### src/rtl/spi_initiator.sv
// SPI mode-0 initiator: sends one NBITS packet MSB first on mosi while capturing miso,
// then presents the captured packet on a val/rdy response port.
module spi_initiator #(
    parameter int NBITS = 24,
    parameter int DIV_W = 8
) (
    input  logic             clk,
    input  logic             reset,
    input  logic [NBITS-1:0] req_msg,
    input  logic             req_val,
    output logic             req_rdy,
    output logic [NBITS-1:0] resp_msg,
    output logic             resp_val,
    input  logic             resp_rdy,
    output logic             resp_parity,
    input  logic [DIV_W-1:0] clk_div,
    output logic             cs,
    output logic             sclk,
    output logic             mosi,
    input  logic             miso,
    output logic             busy
);
    localparam int CNT_W = (NBITS > 1) ? $clog2(NBITS) : 1;
    localparam logic [CNT_W-1:0] LAST_BIT = CNT_W'(NBITS - 1);

    typedef enum logic [2:0] {IDLE, SETUP, SHIFT_HI, SHIFT_LO, HOLD, RESP} state_t;

    state_t           state;
    state_t           state_nxt;
    logic [DIV_W-1:0] div_q;
    logic [DIV_W-1:0] half_cnt;
    logic [CNT_W-1:0] bit_cnt;
    logic [NBITS-1:0] tx_sr;
    logic [NBITS-1:0] rx_sr;
    logic             half_done;
    logic             last_bit;
    logic             accept;

    // half_cnt runs 0..div_q, so div_q at its maximum yields 2^DIV_W cycles without overflow
    assign half_done   = (half_cnt == div_q);
    assign last_bit    = (bit_cnt == LAST_BIT);
    assign accept      = req_val && (state == IDLE);
    assign resp_parity = ^resp_msg;

    always_ff @(posedge clk or posedge reset) begin
        if (reset) begin
            state <= IDLE;
        end else begin
            state <= state_nxt;
        end
    end

    always_comb begin
        state_nxt = state;
        req_rdy   = 1'b0;
        resp_val  = 1'b0;
        cs        = 1'b1;
        sclk      = 1'b0;
        mosi      = 1'b0;
        busy      = 1'b1;
        case (state)
            IDLE: begin
                busy    = 1'b0;
                req_rdy = !reset;
                if (req_val) state_nxt = SETUP;
            end
            SETUP: begin
                cs   = 1'b0;
                mosi = tx_sr[NBITS-1];
                if (half_done) state_nxt = SHIFT_HI;
            end
            SHIFT_HI: begin
                cs   = 1'b0;
                sclk = 1'b1;
                mosi = tx_sr[NBITS-1];
                if (half_done) state_nxt = SHIFT_LO;
            end
            SHIFT_LO: begin
                cs   = 1'b0;
                mosi = tx_sr[NBITS-1];
                if (half_done) state_nxt = last_bit ? HOLD : SHIFT_HI;
            end
            HOLD: begin
                cs   = 1'b0;
                mosi = tx_sr[NBITS-1];
                if (half_done) state_nxt = RESP;
            end
            RESP: begin
                resp_val = 1'b1;
                if (resp_rdy) state_nxt = IDLE;
            end
            default: state_nxt = IDLE;
        endcase
    end

    always_ff @(posedge clk or posedge reset) begin
        if (reset) begin
            half_cnt <= '0;
            bit_cnt  <= '0;
            resp_msg <= '0;
        end else begin
            if (state == IDLE) begin
                half_cnt <= '0;
                bit_cnt  <= '0;
            end else if (state != RESP) begin
                half_cnt <= half_done ? '0 : half_cnt + 1'b1;
                if (state == SHIFT_LO && half_done && !last_bit) bit_cnt <= bit_cnt + 1'b1;
            end
            if (state == HOLD && half_done) resp_msg <= rx_sr;
        end
    end

    // The final bit is not shifted out so mosi keeps it through the last low phase and HOLD
    always_ff @(posedge clk) begin
        if (accept) begin
            tx_sr <= req_msg;
            div_q <= clk_div;
        end else if (state == SHIFT_HI && half_done) begin
            rx_sr <= {rx_sr[NBITS-2:0], miso};
            if (!last_bit) tx_sr <= {tx_sr[NBITS-2:0], 1'b0};
        end
    end

endmodule

### config.mk
export PLATFORM = sky130hd
export DESIGN_NAME = spi_initiator
export DESIGN_NICKNAME = d
export VERILOG_FILES = /design/src/rtl/spi_initiator.sv
export SDC_FILE = /design/constraint.sdc
export NUM_CORES = 1
export LEC_CHECK = 0
export ABC_AREA = 1
export BUFFER_PORTS_ARGS = -buffer_cell sky130_fd_sc_hd__buf_2
export CAP_MARGIN = 20
export CORE_UTILIZATION = 45
export DETAILED_ROUTE_END_ITERATION = 7
export PLACE_DENSITY = 0.65
export SLEW_MARGIN = 20
export SYNTH_ARGS = -nofsm -noshare
export SYNTH_HDL_FRONTEND = slang
export SYNTH_SLANG_ARGS = --single-unit
### constraint.sdc
create_clock -name clk -period 2.8 [get_ports clk]
set_input_delay 0.14 -clock clk [delete_from_list [all_inputs] [get_ports clk]]
set_output_delay 0.14 -clock clk [all_outputs]
set_load 0.005 [all_outputs]
==> results.py, run 1 <==
metrics = {
    "run": {
        "maxCapViolCount": 0,
    },
    "clock_tree": {
        "cts_root_buffer": "clkbuf_8",
        "clk_latency_ns": 0.35,
        "clock-sinks": 96,
        "cts_tree": "yes",
        "htree_levels": 3,
        "cts_made_buffers": 9,
        "cts_resized": 0,
        "cts.path.max_buffers": 2,
        "cts.hold.buffers_added": 10,
        "cts_setup_buffers": 0,
        "clk_pin_slew_ns": 0.10,
    },
    "grt": {
        "grt-ovfl-total": 0,
        "grt_usage_pct": 17.75,
        "grt_pass1_wl_um": 14510,
        "grt_pass1_vias": 3210,
        "antenna_found_initial": 0,
        "grt_max_degree": 41,
    },
    "yosys": {
        "netlist.top_cell.by_area": "edfxtp_1",
        "postSynth.asyncResetShare_pct": 41.67,
        "yosys_warnings": 0,
        "ys_ff_latch": 96,
        "netlist_instances": 526,
        "synth_common_cells": "nand2_1 (253), edfxtp_1 (56), dfrtp_1 (40)",
        "yosysMostFrequentCell": "nand2_1",
        "synth_edf_count": 56,
        "synth_area_per_cell_um2": 8.687,
        "synth_cell_type_count": 25,
        "synth.top_cell.area_share_pct": 36.80,
        "synthFlopType": "edfxtp_1",
        "synth.area.top_cells": "edfxtp_1 (37%), dfrtp_1 (22%), nand2_1 (21%)",
        "ys_seq_area_share_pct": 58.71,
        "synth_nets": 565,
        "synth_area_mm2": 0.004569,
    },
    "routing": {
        "vias": 3538,
        "vias_per_cell": 4.755,
        "wl_per_cell_um": 11.58,
        "drtIter0Drc": 162,
        "dr.pass1.iters": 6,
        "drc_errors": 0,
        "ant_nets": 0,
        "drt_wl_total_um": 8612,
    },
    "setup_path": {
        "worstPathCellList": "xnor2_1, nand2_1, nor2_1, nand2_2, inv_4, nand2_1, inv_2, nand2_1, nand2_1, buf_4",
        "crit_type": "reg -> reg",
        "startpoint": "half_cnt[4]",
        "crit_fanout": 26,
        "r2r_setup_slack_ns": 0.58,
        "cpPeakStageDelay_ns": 0.46,
        "rr_worst_depth": 10,
        "crit_end": "tx_sr[16]",
        "rr_startpoint": "half_cnt[4]",
        "worst_setup_path_start_kind": "flip-flop",
        "arrival_ns": 2.23,
        "crit_path_frequent_cell": "nand2_1",
        "endpoint_kind": "flip-flop",
        "r2r_end": "tx_sr[16]",
        "slowest_stage": "dfrtp_1",
        "cp.required_ns": 2.81,
    },
    "sta": {
        "whs_ns": 0.05568,
        "grt_setup_unrepaired": "no",
        "timing.slew.headroom_pct": 61.12,
        "period_needed_ns": 2.218,
        "tns_ns": 0,
        "drv_slew": 0,
        "worstMarginPinSlew_ns": 0.5818,
        "skew_ns": 0.01624,
        "max_freq_mhz": 450.9,
        "hold_viol": 0,
        "fin_crit_sh_pct": 79.20,
        "setup_violations": 0,
    },
    "floorplan": {
        "dieArea_mm2": 0.01056,
        "boundaryPins": 68,
        "die_w_um": 102.8,
        "fp.coreArea_mm2": 0.009819,
        "start_util_pct": 46.53,
        "die_y_um": 102.8,
        "fp-row-count": 36,
    },
    "layout": {
        "nNetsFinal": 645,
        "antennaDiodeCount": 0,
        "syn2layout_area_growth_pct": 17.31,
        "fill_cells": 948,
        "layout-drive-gt1-share_pct": 17.02,
        "regArea_mm2": 0.002683,
        "multiInputGateArea_mm2": 0.001658,
    },
    "placed_design": {
        "globalplace.congestion": 0.8251,
        "numPortBuffers": 67,
        "dp_hpwl_um": 6047,
    },
    "status": {
        "status": "completed",
    },
    "power_and_ir_drop": {
        "p_leak_nw": 2.688,
        "vdd_ir_drop_max_uv": 417.9,
        "p_per_area_mw_per_mm2": 667.1,
    },
    "worst_hold_path": {
        "hold_path_class": "in -> reg",
        "hp-start": "req_msg[10]",
    },
}
cells in the final DEF (no fill, tap or decap):
master         count
clkinv_2           1
nand2_1          253
nor3_1             2
ha_1               2
inv_1             37
nand2_2            3
buf_4              4
xnor2_1           11
and3_1             1
dfrtp_1           40
dlygate4sd3_1     10
clkbuf_8           9
xor2_1             9
a21oi_2            1
nor2_4             3
o21a_1             1
bufinv_16          2
inv_2              7
nand4_1           11
a21oi_1            1
nor2_1            29
o21ai_2            1
edfxtp_1          56
nand3_2            1
inv_6              2
nand3_1           39
nor2_2             1
o21ai_0            4
buf_2             67
inv_4              2
clkbuf_1           1
cells by family after synthesis:
group	count (synthesis)	synth area share [%]
simple gates	343	30.81
flops	96	58.71
buf+inv	57	5.011
xor+xnor	20	3.834
compound gates	8	1.095
fa+ha+maj	2	0.5476
worst min path at each step:
stage                     depth (start not counted)    endpoint
after floorplan                                   0    div_q[0]
after global placement                            3  bit_cnt[1]
after detailed placement                          3  bit_cnt[1]
after CTS                                         3   tx_sr[11]
after global routing                              3    tx_sr[8]
final                                             3   tx_sr[10]
worst max-delay path: cells and delay by family, from the launching register on:
kind | cells | cell delay (ns)
AND/OR/NAND/NOR | 6 | 0.61
XOR/XNOR | 1 | 0.20
buffers and inverters | 3 | 0.60
flip-flops | 1 | 0.46
area by class of cell:
class	instances	share of cell area (%)
clock buffer	10	2.381
clock inverter	6	1.657
inverter	45	3.198
multi-input combinational	373	30.93
sequential	96	50.05
tap	133	3.105
timing repair buffer	81	8.683
stage by stage:
step | area [µm²] | setup slack [ns] | cells | power, W | utilization [%]
finish | 5360 | 0.5823 | 744 | 0.003576 | 54.59
global route | 5360 | 0.4102 | 744 | 0.003807 | 54.59
CTS | 5360 | 0.5759 | 744 | 0.003609 | 54.59
detailed placement | 5044 | 0.6100 | 718 | 0.002616 | 51.36
global placement | 5044 | 0.7209 | 718 | 0.002602 | 51.36
floorplan | 4569 | 0.4318 | 526 | 0.002402 | -
metal layers:
metal  up-vias  track usage (%)  wire length, µm  share of wire (%)
met5         -                0                0                  0
met4         0            5.525               70               0.81
met3         5            2.983              331                3.8
met2        86            30.00             4075                 47
met1      1613            23.51             4135                 48
li1       1834                -                -                  -
registers in the layout, indices dropped and copies added (netlist names):
register / count
div_q: 8
bit_cnt: 5
half_cnt: 8
state: 3
tx_sr: 24
resp_msg: 24
rx_sr: 24
report_power, final:
part | switching [W] | internal (W)
Combinational | 0.000517 | 0.000263
Sequential | 0.0000912 | 0.00172
Clock | 0.000473 | 0.000510
(Power assumes the default switching activity.)
==> run 2: changes to the inputs <==
ABC_AREA = 0   (was 1)
PLACE_DENSITY = 0.69   (was 0.65)
clock period = 1.93 ns   (was 2.8 ns; I/O delays follow)
==> run 2 against run 1 <==
Synthesized area decreased by 11%. Die area is 10% lower. Clock-buffer cell count rose by 1. Sequential share of layout area increased by 2.2 points. Cell count shrank 33%. Synthesized cell count is 47% lower. Via count shrank 28%. Global-route usage shrank 0.63 points. Final area shrank 4.1%. Setup slack worse by 0.50 ns. Flip-flop and latch count is the same. Combinational power increased by 33%. Critical endpoint is now rx_sr[3].
==> results.py, run 2 <==
metrics = {
    "placed_design": {
        "globalplace.congestion": 0.8429,
        "dp_cells": 468,
        "dp_hpwl_um": 5065,
        "place_area_mm2": 0.004750,
        "numPortBuffers": 67,
    },
    "yosys": {
        "synth_edf_count": 56,
        "ys_ff_latch": 96,
        "synth_area_mm2": 0.004084,
        "netlist.top_cell.by_area": "edfxtp_1",
        "synth.area.top_cells": "edfxtp_1 (41%), dfrtp_1 (25%), mux2_2 (13%)",
        "netlist_instances": 279,
        "postSynth.asyncResetShare_pct": 41.67,
        "synth_area_per_cell_um2": 14.64,
        "yosysMostFrequentCell": "edfxtp_1",
        "synth.top_cell.area_share_pct": 41.18,
        "synth_cell_type_count": 37,
        "yosys_warnings": 0,
        "ys_seq_area_share_pct": 65.69,
        "synthFlopType": "edfxtp_1",
        "synth_nets": 318,
        "synth_common_cells": "edfxtp_1 (56), mux2_2 (47), dfrtp_1 (40)",
    },
    "layout": {
        "antennaDiodeCount": 0,
        "stdcell_area_mm2": 0.005139,
        "syn2layout_area_growth_pct": 25.83,
        "final_common_cell": "buf_2",
        "fill_cells": 682,
        "mostFrequentLayoutCells": "buf_2 (67), edfxtp_1 (56), mux2_2 (47), dfrtp_1 (40), xnor2_1 (23)",
        "layout-drive-gt1-share_pct": 43.56,
        "final_cells": 496,
        "multiInputGateArea_mm2": 0.001423,
        "largestRegisters": "resp_msg: 24 flops, rx_sr: 24 flops, tx_sr: 24 flops",
        "nNetsFinal": 422,
        "regArea_mm2": 0.002683,
    },
    "grt": {
        "grt_usage_pct": 17.12,
        "grt_pass1_vias": 2607,
        "grt_pass1_wl_um": 12810,
        "grt-ovfl-total": 0,
        "grt_max_degree": 41,
        "antenna_found_initial": 0,
    },
    "routing": {
        "dr.pass1.iters": 4,
        "wl_per_cell_um": 14.92,
        "drtIter0Drc": 90,
        "vias": 2542,
        "drc_errors": 0,
        "ant_nets": 0,
        "drt_wl_total_um": 7402,
        "vias_per_cell": 5.125,
    },
    "clock_tree": {
        "clk_latency_ns": 0.35,
        "cts_made_buffers": 9,
        "cts_tree": "yes",
        "clock-sinks": 96,
        "cts_root_buffer": "clkbuf_8",
        "htree_levels": 3,
        "clk_pin_slew_ns": 0.10,
        "cts.path.max_buffers": 2,
    },
    "sta": {
        "grt_setup_unrepaired": "yes",
        "setup_violations": 0,
        "worstMarginPinSlew_ns": 0.5440,
        "timing.slew.headroom_pct": 63.73,
        "skew_ns": 0.009644,
        "whs_ns": 0.03409,
        "max_freq_mhz": 541.1,
        "tns_ns": 0,
        "fin_crit_sh_pct": 95.75,
        "period_needed_ns": 1.848,
        "drv_slew": 0,
        "hold_viol": 0,
    },
    "status": {
        "status": "completed",
    },
    "floorplan": {
        "boundaryPins": 68,
        "dieArea_mm2": 0.009460,
        "fp.coreArea_mm2": 0.008763,
        "start_util_pct": 46.60,
        "die_y_um": 97.27,
        "die_w_um": 97.27,
        "fp-row-count": 34,
    },
    "worst_hold_path": {
        "hold_path_class": "in -> reg",
    },
    "setup_path": {
        "crit_type": "reg -> reg",
        "cp.required_ns": 1.99,
        "endpoint_kind": "flip-flop",
        "arrival_ns": 1.91,
        "worst_setup_path_start_kind": "flip-flop",
        "crit_fanout": 24,
    },
    "power_and_ir_drop": {
        "p_per_area_mw_per_mm2": 933.9,
        "p_leak_nw": 2.220,
        "total_power_w": 0.004799,
        "vdd_ir_drop_max_uv": 448.6,
    },
    "run": {
        "maxCapViolCount": 0,
    },
}
[run 2: report_power, final]
part / switching (W) / internal, W / leakage, nW / total [W]
clock network: 0.000727 / 0.000560 / 0.0985 / 0.00129
registers: 0.0000837 / 0.00238 / 1.05 / 0.00247
logic: 0.000528 / 0.000517 / 1.07 / 0.00104
total: 0.00134 / 0.00346 / 2.22 / 0.00480
[run 2: area by class of cell]
class	count	share of cell area [%]
Clock inverter	5	0.8766
Clock buffer	11	2.946
Timing Repair Buffer	102	13.22
Sequential cell	96	52.20
Multi-Input combinational cell	168	27.68
Tap cell	108	2.630
Inverter	6	0.4383
[run 2: cells by family (layout without fill, tap and decap cells)]
logic type / after synthesis / in the layout / share of synthesized area, %
AO/OA/AOI/OAI: 19 / 19 / 3.217
flip-flops: 96 / 96 / 65.69
multiplexers: 47 / 47 / 12.96
buffers and inverters: 15 / 124 / 1.685
AND/OR/NAND/NOR: 63 / 63 / 7.905
adder cells (fa/ha/maj): 2 / 2 / 0.6126
XOR/XNOR: 37 / 37 / 7.935
[run 2: path summary, 6_finish.rpt]
kind,startpoint,endpoint,slack [ns],cells past startpoint
hold reg to reg,rx_sr[3],rx_sr[4],0.46,0
setup reg to reg,div_q[5],rx_sr[3],0.08,6
setup / recovery,div_q[5],rx_sr[3],0.08,6
hold / removal,req_msg[12],tx_sr[12],0.03,2
max in group asynchronous,reset,resp_msg[3],1.12,4
min in group asynchronous,reset,half_cnt[6],0.43,4
[run 2: per-layer routing]
metal  vias up  part of all wire, %  GRT usage (%)
met5         -                    0              0
met1      1241                   48          24.19
met3         6                  4.7          4.245
li1       1225                    -              -
met2        70                   47          25.68
met4         0                 0.73          6.561
[run 2: worst max-delay path: stages, from the launching register on]
cell and delay, ns:
edfxtp_1 0.43, xnor2_2 0.20, nand4_2 0.13, or2_4 0.27
nor3_4 0.21, buf_4 0.15, buf_12 0.17
[run 2: what timing repair did]
| action | in CTS | in global routing |
|---|---|---|
| endpoints found under the hold margin | 50 | 0 |
| hold buffers | 11 | 0 |
| resized for setup | 0 | 13 |
| setup endpoints to repair | 0 | 51 |
| buffers inserted | 0 | 1 |
[run 2: through the flow]
stage / setup slack (ns) / util, %
2_1_floorplan: -0.5211 / -
3_3_place_gp: 0.08049 / 54.20
3_5_place_dp: 0.04802 / 54.20
4_1_cts: 0.01421 / 57.70
5_1_grt: -0.05492 / 58.64
6_report: 0.08201 / 58.64
